### src/rtl/sysref_gen_pkg.sv
// Shared encodings and constants for the SYSREF pulse-train generator.
package sysref_gen_pkg;

   typedef enum logic [1:0] {
      CMD_LOAD        = 2'b00,
      CMD_START_CONT  = 2'b01,
      CMD_START_BURST = 2'b10,
      CMD_STOP        = 2'b11
   } cmd_e;

   typedef enum logic [1:0] {
      ST_IDLE,
      ST_ARMED,
      ST_RUN,
      ST_STOPPING
   } state_e;

   localparam int unsigned RESET_PERIOD = 16;
   localparam int unsigned RESET_WIDTH  = 1;

   localparam int unsigned CMD_LSB   = 30;
   localparam int unsigned ARM_BIT   = 29;
   localparam int unsigned WIDTH_LSB = 16;

   localparam int unsigned STAT_RUNNING      = 31;
   localparam int unsigned STAT_ARMED        = 30;
   localparam int unsigned STAT_STOP_PENDING = 29;
   localparam int unsigned STAT_BURST        = 28;

endpackage

### src/rtl/sysref_phase_counter.sv
// Phase counter with shadow/active period and width registers and clamping.
module sysref_phase_counter
   import sysref_gen_pkg::*;
#(
   parameter int unsigned COUNTER_WIDTH = 8,
   parameter int unsigned WIDTH_BITS    = 8
) (
   input  logic                     clk,
   input  logic                     rst_n,
   input  logic                     load,
   input  logic [COUNTER_WIDTH-1:0] load_period,
   input  logic [WIDTH_BITS-1:0]    load_width,
   input  logic                     count_en,
   output logic                     wrap,
   output logic                     pulse_on
);

   localparam int unsigned CW = (COUNTER_WIDTH > WIDTH_BITS) ? COUNTER_WIDTH : WIDTH_BITS;

   logic [COUNTER_WIDTH-1:0] phase;
   logic [COUNTER_WIDTH-1:0] period_shadow;
   logic [COUNTER_WIDTH-1:0] period_active;
   logic [WIDTH_BITS-1:0]    width_shadow;
   logic [WIDTH_BITS-1:0]    width_active;
   logic [CW-1:0]            period_c;
   logic [CW-1:0]            width_c;

   // Clamp is applied to the shadow values as they are promoted to active.
   always_comb begin
      period_c = CW'(period_shadow);
      if (period_c < CW'(2)) period_c = CW'(2);
      width_c = CW'(width_shadow);
      if (width_c == '0) width_c = CW'(1);
      if (width_c >= period_c) width_c = period_c - CW'(1);
   end

   assign wrap     = count_en && (phase == period_active - COUNTER_WIDTH'(1));
   assign pulse_on = CW'(phase) < CW'(width_active);

   always_ff @(posedge clk or negedge rst_n) begin
      if (!rst_n) begin
         phase         <= '0;
         period_shadow <= COUNTER_WIDTH'(RESET_PERIOD);
         period_active <= COUNTER_WIDTH'(RESET_PERIOD);
         width_shadow  <= WIDTH_BITS'(RESET_WIDTH);
         width_active  <= WIDTH_BITS'(RESET_WIDTH);
      end else begin
         if (load) begin
            period_shadow <= load_period;
            width_shadow  <= load_width;
         end
         if (!count_en || wrap) begin
            period_active <= COUNTER_WIDTH'(period_c);
            width_active  <= WIDTH_BITS'(width_c);
         end
         phase <= (count_en && !wrap) ? phase + COUNTER_WIDTH'(1) : '0;
      end
   end

endmodule

### src/rtl/sysref_gen.sv
// SYSREF transmitter: CSR-controlled periodic or burst pulse train in the sysClk domain.
module sysref_gen
   import sysref_gen_pkg::*;
#(
   parameter int unsigned COUNTER_WIDTH = 8,
   parameter int unsigned WIDTH_BITS    = 8
) (
   input  logic        sysClk,
   input  logic        sysReset_n,
   input  logic        sysCsrStrobe,
   input  logic [31:0] GPIO_OUT,
   input  logic        syncIn,
   output logic [31:0] sysStatusReg,
   output logic        sysrefOut,
   output logic        sysrefMarker
);

   state_e      state;
   cmd_e        cmd;
   logic        arm;
   logic [7:0]  burst_n;
   logic [7:0]  burst_left;
   logic        burst_mode;
   logic [15:0] pulse_count;
   logic        is_start;
   logic        is_stop;
   logic        running;
   logic        wrap;
   logic        pulse_on;
   logic        out_next;
   logic        rise;
   logic        unused_csr;

   assign cmd        = cmd_e'(GPIO_OUT[CMD_LSB +: 2]);
   assign arm        = GPIO_OUT[ARM_BIT];
   assign burst_n    = GPIO_OUT[7:0];
   assign is_start   = sysCsrStrobe && (cmd == CMD_START_CONT || cmd == CMD_START_BURST);
   assign is_stop    = sysCsrStrobe && (cmd == CMD_STOP);
   assign running    = (state == ST_RUN) || (state == ST_STOPPING);
   assign out_next   = running && pulse_on;
   assign rise       = out_next && !sysrefOut;
   assign unused_csr = ^GPIO_OUT;

   sysref_phase_counter #(
      .COUNTER_WIDTH (COUNTER_WIDTH),
      .WIDTH_BITS    (WIDTH_BITS)
   ) u_phase (
      .clk         (sysClk),
      .rst_n       (sysReset_n),
      .load        (sysCsrStrobe && (cmd == CMD_LOAD)),
      .load_period (GPIO_OUT[COUNTER_WIDTH-1:0]),
      .load_width  (GPIO_OUT[WIDTH_LSB +: WIDTH_BITS]),
      .count_en    (running),
      .wrap        (wrap),
      .pulse_on    (pulse_on)
   );

   always_ff @(posedge sysClk or negedge sysReset_n) begin
      if (!sysReset_n) begin
         state        <= ST_IDLE;
         sysrefOut    <= 1'b0;
         sysrefMarker <= 1'b0;
         pulse_count  <= '0;
         burst_mode   <= 1'b0;
         burst_left   <= '0;
      end else begin
         sysrefOut    <= out_next;
         sysrefMarker <= rise;
         if (rise) pulse_count <= pulse_count + 16'd1;
         case (state)
            ST_IDLE, ST_ARMED: begin
               if (is_start) begin
                  pulse_count <= '0;
                  burst_mode  <= (cmd == CMD_START_BURST);
                  burst_left  <= burst_n;
                  if (cmd == CMD_START_BURST && burst_n == '0) state <= ST_IDLE;
                  else if (arm)                                state <= ST_ARMED;
                  else                                         state <= ST_RUN;
               end else if (state == ST_ARMED) begin
                  // Any CSR write in the same cycle takes priority over the trigger.
                  if (is_stop)                          state <= ST_IDLE;
                  else if (syncIn && !sysCsrStrobe)     state <= ST_RUN;
               end
            end
            ST_RUN: begin
               if (wrap && burst_mode) begin
                  burst_left <= burst_left - 8'd1;
                  if (burst_left == 8'd1) state <= ST_IDLE;
               end
               if (is_stop) state <= wrap ? ST_IDLE : ST_STOPPING;
            end
            ST_STOPPING: begin
               if (wrap) state <= ST_IDLE;
            end
            default: state <= ST_IDLE;
         endcase
      end
   end

   always_comb begin
      sysStatusReg                    = '0;
      sysStatusReg[STAT_RUNNING]      = running;
      sysStatusReg[STAT_ARMED]        = (state == ST_ARMED);
      sysStatusReg[STAT_STOP_PENDING] = (state == ST_STOPPING);
      sysStatusReg[STAT_BURST]        = burst_mode;
      sysStatusReg[15:0]              = pulse_count;
   end

endmodule

### config.mk
export PLATFORM = sky130hd
export DESIGN_NAME = sysref_gen
export DESIGN_NICKNAME = d
export VERILOG_FILES = /design/src/rtl/sysref_gen_pkg.sv /design/src/rtl/sysref_phase_counter.sv /design/src/rtl/sysref_gen.sv
export SDC_FILE = /design/constraint.sdc
export NUM_CORES = 1
export LEC_CHECK = 0
export CORE_UTILIZATION = 30
export CTS_CLUSTER_SIZE = 28
export DETAILED_ROUTE_END_ITERATION = 10
export PLACE_DENSITY = 0.57
export RECOVER_POWER = 25
export SYNTH_ARGS = -nofsm -noshare
export SYNTH_HDL_FRONTEND = slang
export SYNTH_SLANG_ARGS = --single-unit
export TNS_END_PERCENT = 50
### constraint.sdc
create_clock -name sysClk -period 4.2 [get_ports sysClk]
set_input_delay 0.63 -clock sysClk [delete_from_list [all_inputs] [get_ports sysClk]]
set_output_delay 0.63 -clock sysClk [all_outputs]
set_load 0.01 [all_outputs]
==> impl_metrics.tcl <==
set metrics [dict create \
    place_hpwl_um 7493 \
    synth_common_cells "dfrtp_1 (65), nor2_1 (41), inv_1 (33)" \
    async_flop_share_pct 100.0 \
    worstPathCellList "nor4_1, nand2_1, o21a_1, ha_1, nor2b_1, o21ai_0, a31oi_1, o21ai_1, mux2i_1, mux2_1" \
    overflow 0 \
    crit_required_ns 4.45 \
    finalSetupViolations 0 \
    ys.flop_type "dfrtp_1" \
    place_congestion 0.8197 \
    syn_area_um2 4345 \
    pwr-share-clk_pct 23.9 \
    die-area_um2 14970 \
    synth.area.top_cells "dfrtp_1 (37%), ha_1 (6.9%), mux2i_1 (5.5%), mux2_2 (4.9%), nor2_1 (3.5%)" \
    io_buffer_count 44 \
    yosys_warnings 0 \
    pwr-share-comb_pct 41.7 \
    area_growth_pct 19.41 \
    antenna_found_initial 0 \
    final_area_um2 5189 \
    arrival_ns 3.62 \
    rsz0062_at_grt "no" \
    criticalPathCategory "register to register" \
    ys_seq_elements 69 \
    drc_errors 0 \
    n_antenna_cell 0 \
    routed_wl_um 10240 \
    dieWidth_um 122.4 \
    internal_power_w 0.002128 \
    hp-class "register to register" \
    postCtsHoldBufs 0 \
    post_cts_buffers 0 \
    htreeDepth 3 \
    grt_pass1_vias 3269 \
    final.setup.worst_slack_ns 0.8347 \
    synth-edff-count 0 \
    placedInstanceArea_um2 4866 \
    yosysMostFrequentCell "dfrtp_1" \
    cts_tree "yes" \
    core_um2 13990 \
    yosys.area.top_type "dfrtp_1" \
    die_y_um 122.4 \
    fin_crit_sh_pct 80.13 \
    crit_fanout 8 \
    drt_iter0_markers 181 \
    std_cell_rows 43 \
    ys_types 61 \
    hold_slack_ns 0.4737 \
    synth_top_area_share_pct 37.43 \
    grt_pass1_wl_um 16770 \
    cts_root_buf "clkbuf_16" \
    p_sw_w 0.001325 \
    clkLatencyLatePin_ns 0.34 \
    path_clk_slew_ns 0.05 \
    fin_skew_ns 0.007414 \
    via_count 3423 \
    cp_slowest_cell "o21ai_1" \
    finalHoldViolCount 0 \
    max_clock_freq_ghz 0.2972 \
    synthCells 453 \
    start_util_pct 31.06 \
    critPathCaptureType "register" \
    yosysSeqAreaShare_pct 39.85 \
    clock_path_buffers 2 \
    power_leakage_nw 2.301 \
    postSynthAreaPerCell_um2 9.593 \
    slowest_delay_ns 0.76 \
    period_needed_ns 3.365 \
    drive_above_1_share_pct 10.59 \
    status "finished, violations left" \
    switching_share_pct 38.37 \
    clock_sinks 69 \
    start_kind "register" \
    final_antenna_net_count 0 \
    final_nets 546 \
    drv_cap 1 \
    drt_pass1_iterations 4 \
    tightestPinTransition_ns 2.173 \
    violations "capacitance limit, slew limit" \
    slew_viol_final 41 \
    cts_resized 0 \
    maxSlewHeadroom_pct -44.86 \
    vias_per_cell 5.101 \
    dpl_worst_slack_ns 0.8773 \
    ir_drop_mv 0.2301 \
    ioPinCount 70 \
    power_density_nw_per_um2 665.4 \
    seqPwrFrac_pct 34.5 \
    numCtsBuffers 9 \
    grt_use_total_pct 14.65 \
    setup_tns_ns 0 \
    wl_per_cell_um 15.27 \
    grt_max_degree 41 \
]
## routing by layer
layer  vias to the layer above  wire length, um  global-route usage, %  share of wire (%)
li1                       1665                -                      -                  -
met1                      1664             4606                  19.11                 45
met2                        82             5110                  23.53                 50
met3                        12              366                  2.649                3.6
met4                         0              161                  6.555                1.6
met5                         -                0                      0                  0
## placed cells by master (no fill, tap or decap), types with 5 or more instances in the layout
master,n
dfrtp_1,65
clkdlybuf4s50_1,43
nor2_1,41
inv_1,33
nand2_1,28
mux2i_1,24
ha_1,24
nand3_1,19
mux2_2,19
xnor2_1,15
a21oi_1,13
o21ai_0,12
conb_1,12
nand4_1,9
clkbuf_16,9
xor2_1,8
or3_1,7
a31oi_1,6
nor3_1,6
and3_1,6
o311ai_0,6
nand2b_1,5
## cell families (layout without fill, tap and decap cells)
kind of cell | Yosys count | count (layout) | share of synthesized area [%]
compound gates | 75 | 75 | 12.64
xor+xnor | 23 | 23 | 4.636
fa+ha+maj | 24 | 24 | 6.910
buf+inv | 70 | 97 | 7.717
flops | 69 | 69 | 39.85
mux | 45 | 45 | 10.97
other cells | 1 | 12 | 0.08630
simple gates | 146 | 146 | 17.19
## path summary, 6_finish.rpt
| check | start | endpoint | slack (ns) | depth (start not counted) |
|---|---|---|---|---|
| worst max-delay path | u_phase.period_shadow[2] | u_phase.width_active[0] | 0.83 | 10 |
| worst min-delay path | pulse_count[15] | pulse_count[15] | 0.47 | 1 |
| worst max register to register | u_phase.period_shadow[2] | u_phase.width_active[0] | 0.83 | 10 |
| worst min register to register | pulse_count[15] | pulse_count[15] | 0.47 | 1 |
| max in group asynchronous | sysReset_n | pulse_count[14] | 1.54 | 2 |
| min in group asynchronous | sysReset_n | u_phase.width_shadow[6] | 0.93 | 1 |
## area by class of cell
class,count,area [um^2]
fillers,1421,8800
well taps,180,225.2
flip-flops and latches,69,1732
repair buffers,48,461.7
clock inverters,4,70.07
multi-input cells,325,2320
clock buffers,12,256.5
inverters,33,123.9
## worst max-delay path, delay by kind of cell, from the launching register on
| family | cells | cell delay [ns] |
|---|---|---|
| multiplexers | 2 | 0.50 |
| flip-flops | 1 | 0.46 |
| AND/OR/NAND/NOR | 3 | 0.76 |
| adder cells (fa/ha/maj) | 1 | 0.21 |
| AO/OA/AOI/OAI | 4 | 1.35 |
## sequential cells by signal, summed over array words and instances (netlist names)
signal                 flops
burst_left                 8
u_phase.width_shadow       8
state                      2
sysrefOut                  1
u_phase.period_shadow      8
burst_mode                 1
sysrefMarker               1
u_phase.phase              8
u_phase.width_active       8
pulse_count               16
u_phase.period_active      8
## per-stage QoR
stage	instances	power, W	utilization, %
after detailed placement	655	0.002640	34.79
after global routing	671	0.003704	37.09
final	671	0.003453	37.09
after global placement	655	0.002588	34.79
after CTS	671	0.003490	37.12
after floorplan	464	0.002186	-
## power groups by stage
stage / Clock (W) / Combinational [W] / Sequential (W)
2_1_floorplan: 0 / 0.00106 / 0.00112
3_3_place_gp: 0 / 0.00140 / 0.00119
3_5_place_dp: 0 / 0.00144 / 0.00120
4_1_cts: 0.000843 / 0.00146 / 0.00119
5_1_grt: 0.000869 / 0.00160 / 0.00123
6_report: 0.000824 / 0.00144 / 0.00119
No activity file was read; power rests on OpenSTA's default activity.
